**config.mk**
```make
export PLATFORM = sky130hd
export DESIGN_NAME = spi_mem_arbiter
export DESIGN_NICKNAME = d
export VERILOG_FILES = /design/src/rtl/jrb8_mem_pkg.sv /design/src/rtl/spi_rr_arbiter.sv /design/src/rtl/spi_mem_arbiter.sv
export SDC_FILE = /design/constraint.sdc
export NUM_CORES = 1
export LEC_CHECK = 0
export BUFFER_PORTS_ARGS = -buffer_cell sky130_fd_sc_hd__buf_2
export CELL_PAD_IN_SITES_DETAIL_PLACEMENT = 0
export CELL_PAD_IN_SITES_GLOBAL_PLACEMENT = 1
export CORE_MARGIN = 2
export CORE_UTILIZATION = 38
export CTS_BUF_LIST = sky130_fd_sc_hd__clkbuf_16
export DETAILED_ROUTE_END_ITERATION = 8
export GPL_TIMING_DRIVEN = 0
export PLACE_DENSITY_LB_ADDON = 0.1
export SYNTH_ARGS = -nofsm -noshare
export SYNTH_HDL_FRONTEND = slang
export SYNTH_SLANG_ARGS = --single-unit
export TNS_END_PERCENT = 10
```
**constraint.sdc**
```tcl
create_clock -name clk -period 4.7 [get_ports clk]
set_input_delay 1.41 -clock clk [delete_from_list [all_inputs] [get_ports clk]]
set_output_delay 1.41 -clock clk [all_outputs]
set_load 0.01 [all_outputs]
```
**src/rtl/jrb8_mem_pkg.sv**
```systemverilog
// Shared types and constants for the SPI memory arbiter.
package jrb8_mem_pkg;

  typedef enum logic [1:0] {
    ST_IDLE,
    ST_BUSY,
    ST_DONE
  } mem_state_t;

  typedef enum logic {
    REQ_FETCH,
    REQ_DATA
  } mem_req_t;

  // Read data returned to the requester when the engine never answers.
  localparam logic [7:0] ERR_RDATA = 8'hFF;

endpackage

```
**src/rtl/spi_rr_arbiter.sv**
```systemverilog
// Two-way round-robin picker: a lone request wins outright, a tie goes to
// the requester that was not granted last time.
module spi_rr_arbiter
  import jrb8_mem_pkg::*;
(
  input  logic     fetch_req,
  input  logic     data_req,
  input  mem_req_t last_grant,
  output mem_req_t gnt,
  output logic     valid
);

  // Pick the winner among the active requests.
  always_comb begin
    gnt   = REQ_FETCH;
    valid = fetch_req | data_req;
    if (fetch_req && data_req) begin
      gnt = (last_grant == REQ_DATA) ? REQ_FETCH : REQ_DATA;
    end else if (data_req) begin
      gnt = REQ_DATA;
    end
  end

endmodule

```
**src/rtl/spi_mem_arbiter.sv**
```systemverilog
// Shares one SPI memory engine between instruction fetch (ROM) and data
// access (RAM). Grants in IDLE, holds the engine start through BUSY, and
// pulses the winner's done in DONE. Stuck engines are aborted after TIMEOUT
// BUSY cycles with all-ones read data and a sticky err flag.
module spi_mem_arbiter
  import jrb8_mem_pkg::*;
#(
  parameter int ADDR_W  = 16,
  parameter int DATA_W  = 8,
  parameter int TIMEOUT = 64
) (
  input  logic              clk,
  input  logic              rst_n,
  input  logic              fetch_req,
  input  logic [ADDR_W-1:0] fetch_addr,
  output logic              fetch_done,
  output logic [DATA_W-1:0] fetch_rdata,
  input  logic              data_req,
  input  logic              data_we,
  input  logic [ADDR_W-1:0] data_addr,
  input  logic [DATA_W-1:0] data_wdata,
  output logic              data_done,
  output logic [DATA_W-1:0] data_rdata,
  output logic              spi_start,
  output logic              spi_write,
  output logic [ADDR_W-1:0] spi_addr,
  output logic [DATA_W-1:0] spi_wdata,
  input  logic              spi_done,
  input  logic [DATA_W-1:0] spi_rdata,
  output logic              rom_sel,
  output logic              ram_sel,
  output logic              busy,
  output logic              err,
  input  logic              err_clr
);

  localparam int CNT_W = $clog2(TIMEOUT);
  localparam logic [CNT_W-1:0] CNT_LAST = CNT_W'(TIMEOUT - 1);

  mem_state_t       state, state_nxt;
  mem_req_t         cur_req, last_grant, gnt;
  logic             gnt_vld;
  logic [CNT_W-1:0] cnt;
  logic             timeout, abort;

  spi_rr_arbiter u_arb (
    .fetch_req  (fetch_req),
    .data_req   (data_req),
    .last_grant (last_grant),
    .gnt        (gnt),
    .valid      (gnt_vld)
  );

  // A coincident spi_done always takes precedence over the timeout abort.
  assign timeout = (cnt == CNT_LAST);
  assign abort   = (state == ST_BUSY) && timeout && !spi_done;

  // Outputs decode straight from state so reset drops them without a clock.
  assign spi_start  = (state == ST_BUSY);
  assign rom_sel    = spi_start && (cur_req == REQ_FETCH);
  assign ram_sel    = spi_start && (cur_req == REQ_DATA);
  assign busy       = (state != ST_IDLE);
  assign fetch_done = (state == ST_DONE) && (cur_req == REQ_FETCH);
  assign data_done  = (state == ST_DONE) && (cur_req == REQ_DATA);

  // State register.
  always_ff @(posedge clk or negedge rst_n) begin
    if (!rst_n) state <= ST_IDLE;
    else        state <= state_nxt;
  end

  // Next-state logic.
  always_comb begin
    state_nxt = state;
    case (state)
      ST_IDLE: if (gnt_vld) state_nxt = ST_BUSY;
      ST_BUSY: if (spi_done || timeout) state_nxt = ST_DONE;
      ST_DONE: state_nxt = ST_IDLE;
      default: state_nxt = ST_IDLE;
    endcase
  end

  // Grant latch, BUSY cycle counter and result capture.
  always_ff @(posedge clk or negedge rst_n) begin
    if (!rst_n) begin
      cur_req     <= REQ_FETCH;
      last_grant  <= REQ_DATA;
      cnt         <= '0;
      spi_write   <= 1'b0;
      spi_addr    <= '0;
      spi_wdata   <= '0;
      fetch_rdata <= '0;
      data_rdata  <= '0;
    end else begin
      if (state == ST_IDLE && gnt_vld) begin
        cur_req    <= gnt;
        last_grant <= gnt;
        cnt        <= '0;
        if (gnt == REQ_FETCH) begin
          spi_addr  <= fetch_addr;
          spi_write <= 1'b0;
        end else begin
          spi_addr  <= data_addr;
          spi_write <= data_we;
          spi_wdata <= data_wdata;
        end
      end
      if (state == ST_BUSY) begin
        if (!timeout) cnt <= cnt + CNT_W'(1);
        if (spi_done) begin
          if (cur_req == REQ_FETCH) fetch_rdata <= spi_rdata;
          else if (!spi_write)      data_rdata  <= spi_rdata;
        end else if (timeout) begin
          if (cur_req == REQ_FETCH) fetch_rdata <= DATA_W'(ERR_RDATA);
          else                      data_rdata  <= DATA_W'(ERR_RDATA);
        end
      end
    end
  end

  // Sticky error flag; a new abort beats a simultaneous clear.
  always_ff @(posedge clk or negedge rst_n) begin
    if (!rst_n)       err <= 1'b0;
    else if (abort)   err <= 1'b1;
    else if (err_clr) err <= 1'b0;
  end

  // Engine chip-select must only ever reach one device.
  assert property (@(posedge clk) disable iff (!rst_n) !(rom_sel && ram_sel));

endmodule

```
==> summary.md <==
| Metric | Value |
|---|---|
| Outcome | `complete, no violations` |
| Grt ovf | `0` |
| Non-Filler Instances | `405` |
| GR Util met1 | `0.2452` |
| Die Wd | `83.41 um` |
| Clock Path Buffers | `2` |
| Clock transition at path regs | `60 ps` |
| Synth area leader | `dfrtp_1` |
| Starting density of the core | `0.4000` |
| Total Power | `2.026 mW` |
| Post-DP HPWL | `4138 um` |
| Crit. End Element | `output pin` |
| Fraction of layout cells with a size suffix above 1 | `0.3848` |
| Worst r2r dst | `cnt[0]` |
| Share of total power in combinational logic | `0.417` |
| Post-layout min period | `3020 ps` |
| Final WL | `5792 um` |
| GRT met3 Usage | `0.04274` |
| Startpoint type of the worst setup path | `flop` |
| Htree depth | `2` |
| Die footprint | `6956 um2` |
| Synth Area per Inst | `10.89 um2` |
| Vias in the first global route | `2037` |
| Largest net degree at the start of global routing | `53` |
| Max-slew violations | `0` |
| Kind of critical path | `flop to output pin` |
| Reg2reg setup slack | `2970 ps` |
| Setup bufs post-CTS | `0` |
| Maximum clock rate | `0.3311 GHz` |
| Final worst-path cycle share | `0.6426` |
| GR peak layer | `met2` |
| Average wire per standard cell | `14.30 um` |
| Sw frac | `0.3681` |
| Peak supply drop | `256.1 uV` |
| CP max stage delay | `530 ps` |
| Ranking of synthesized cells by area | `dfrtp_1, o21ai_0, mux2i_1` |
| Crit path DAT | `1610 ps` |
| Gr usage total | `0.1740` |
| DR vias | `2062` |
| Max cap viols | `0` |
| Cells after DPL | `397` |
| Synth Register Bits | `52` |
| Root buf cell | `clkbuf_16` |
| Reg2reg path depth | `5` |
| Clock latency on the worst-skew pair | `290 ps` |
| RSZ-0062 raised after global routing | `false` |
| Worst-Margin Slew | `1159 ps` |
| Pleak | `1.559 nW` |
| Core area | `5991 um2` |
| Sequential fraction of the synthesis area | `0.5436` |
| Synth-to-Final Area Change | `32.06%` |
| CTS tree | `built` |
| Row count | `28` |
| Post_cts resized | `0` |
| Final Hold Fails | `0` |
| PortBufs | `102` |
| RD Place Congestion | `0.7465` |
| Critical-path cell list | `clkbuf_1 > nor3b_2 > buf_2` |
| First-pass GRT wire length | `9970 um` |
| Sequential power share | `0.383` |
| CP max-delay cell | `nor3b_2` |
| DRC viols | `0` |
| Max FO, Critical Path | `10` |
| N_diodes | `0` |
| WP data required | `3290 ps` |
| Detail Route Antenna Nets | `0` |
| Worst Slack Setup Final | `1680 ps` |
| Number of antenna violations at the first check in global routing | `0` |
| Count of cell types in the netlist | `37` |
| TritonRoute pass-1 iters | `4` |
| # setup viols final | `0` |
| Hold Buf Count CTS | `0` |
| Worst flop-to-flop path startpoint | `cnt[0]` |
| Setup TNS Final | `0 ps` |
| Post-DR vias/cell | `5.091` |
| Netlist Area Pre-Place | `2396 um2` |
| Crit path from | `cur_req` |
| Psw | `0.7457 mW` |
| Top cell type's share of synthesized area | `0.5326` |
| PD cells | `640.2 nW/um2` |
| Io pins | `103` |
| Chip height | `83.41 um` |
| Pint | `1.280 mW` |
| Clock Power Share | `0.200` |
| Post-layout util | `0.5282` |
| Nets | `385` |
| Clock Sink Count | `52` |
| Syn Inst Count | `220` |
| DP Worst Slack | `1880 ps` |
| Syn_nets | `276` |
| TritonCTS Buffers | `5` |
| Yosys warning total | `0` |
| Initial drt markers | `84` |
| Final clock skew | `4.949 ps` |
| CP endpoint | `rom_sel` |
| Slew margin rel. | `0.2272` |
| GRT met2 Usage | `0.2691` |
| HP Class | `flop to flop` |
## worst min path at each step
stage,startpoint,endpoint,slack [ps],cells after the start
3_5_place_dp,last_grant,last_grant,470,2
2_1_floorplan,last_grant,last_grant,460,2
3_3_place_gp,last_grant,last_grant,470,2
4_1_cts,last_grant,last_grant,490,2
6_report,last_grant,last_grant,480,2
5_1_grt,spi_wdata[1],spi_wdata[1],530,1
## sequential cells by signal (all words and copies together) (netlist names)
register	cells
cnt	6
cur_req	1
data_rdata	8
err	1
fetch_rdata	8
last_grant	1
spi_addr	16
spi_wdata	8
spi_write	1
state	2
## logic make-up after synthesis
kind of cell,Yosys count,synth area share
compound gates,84,0.2089
flops,52,0.5436
buf+inv,29,0.05170
mux,28,0.1211
simple gates,24,0.06214
xor+xnor,2,0.007312
fa+ha+maj,1,0.005221
## final cells by class
class / count / area, um2
plain buffers: 15 / 71.32
clock buffers: 5 / 125.1
clock inverters: 3 / 38.79
fillers: 572 / 2826
inverters: 14 / 52.55
multi-input cells: 139 / 969.7
flip-flops and latches: 52 / 1303
well taps: 75 / 93.84
repair buffers: 102 / 510.5
## power by group through the flow
stage	Clock [mW]	Sequential (mW)	Combinational, mW
after floorplan	0	0.847	0.451
after CTS	0.415	0.775	0.857
final	0.404	0.776	0.845
after global placement	0	0.774	0.846
after global routing	0.436	0.802	0.954
after detailed placement	0	0.780	0.856
## Yosys cell counts
master and number:
mux2i_1 20, nand3_1 3, dfstp_2 1, inv_1 13, a32o_1 2, nand2_1 5
and4b_1 1, nor3_1 1, buf_1 1, and3b_1 1, a211oi_1 1, o21ai_0 42
nor2_2 1, ha_1 1, dfrtp_1 51, a21oi_1 9, and2_1 1, nand2b_1 1
o2bb2ai_1 1, nor2_1 4, nand4bb_1 2, mux2_2 8, a21o_1 1, buf_4 4
inv_2 1, o22ai_1 17, o32ai_1 1, a21oi_2 1, xor2_1 1, clkbuf_1 10
a2bb2oi_1 8, xnor2_1 1, nand2_2 1, nor3b_1 1, and4_1 1, nor3b_2 1
a21boi_0 1
## cell usage in the layout (no fill, tap or decap), types with 2 or more instances in the layout
master,n
a21oi_1,9
a2bb2oi_1,8
a32o_1,2
buf_2,102
buf_4,4
clkbuf_1,10
clkbuf_16,5
dfrtp_1,51
inv_1,14
mux2_2,8
mux2i_1,20
nand2_1,5
nand3_1,3
nand4bb_1,2
nor2_1,4
o21ai_0,42
o22ai_1,17
## metal layers
| layer | wire length (um) | vias to the layer above | part of all wire |
|---|---|---|---|
| met3 | 372 | 6 | 0.064 |
| met2 | 2529 | 68 | 0.44 |
| met5 | 0 | - | 0 |
| li1 | - | 1023 | - |
| met4 | 63 | 0 | 0.011 |
| met1 | 2826 | 965 | 0.49 |
## worst max-delay path, delay by kind of cell (launching register included)
kind | cells | cell delay, ps
DFF | 1 | 360
and+or+nand+nor | 1 | 530
buffers and inverters | 2 | 440
## stage by stage
stage / instance area (um2) / hold WS [ps]
2_1_floorplan: 2396 / 455.3
3_3_place_gp: 3000 / 471.2
3_5_place_dp: 3000 / 473.7
4_1_cts: 3164 / 485.7
5_1_grt: 3164 / 528.8
6_report: 3164 / 482.4
(Power assumes the default switching activity.)
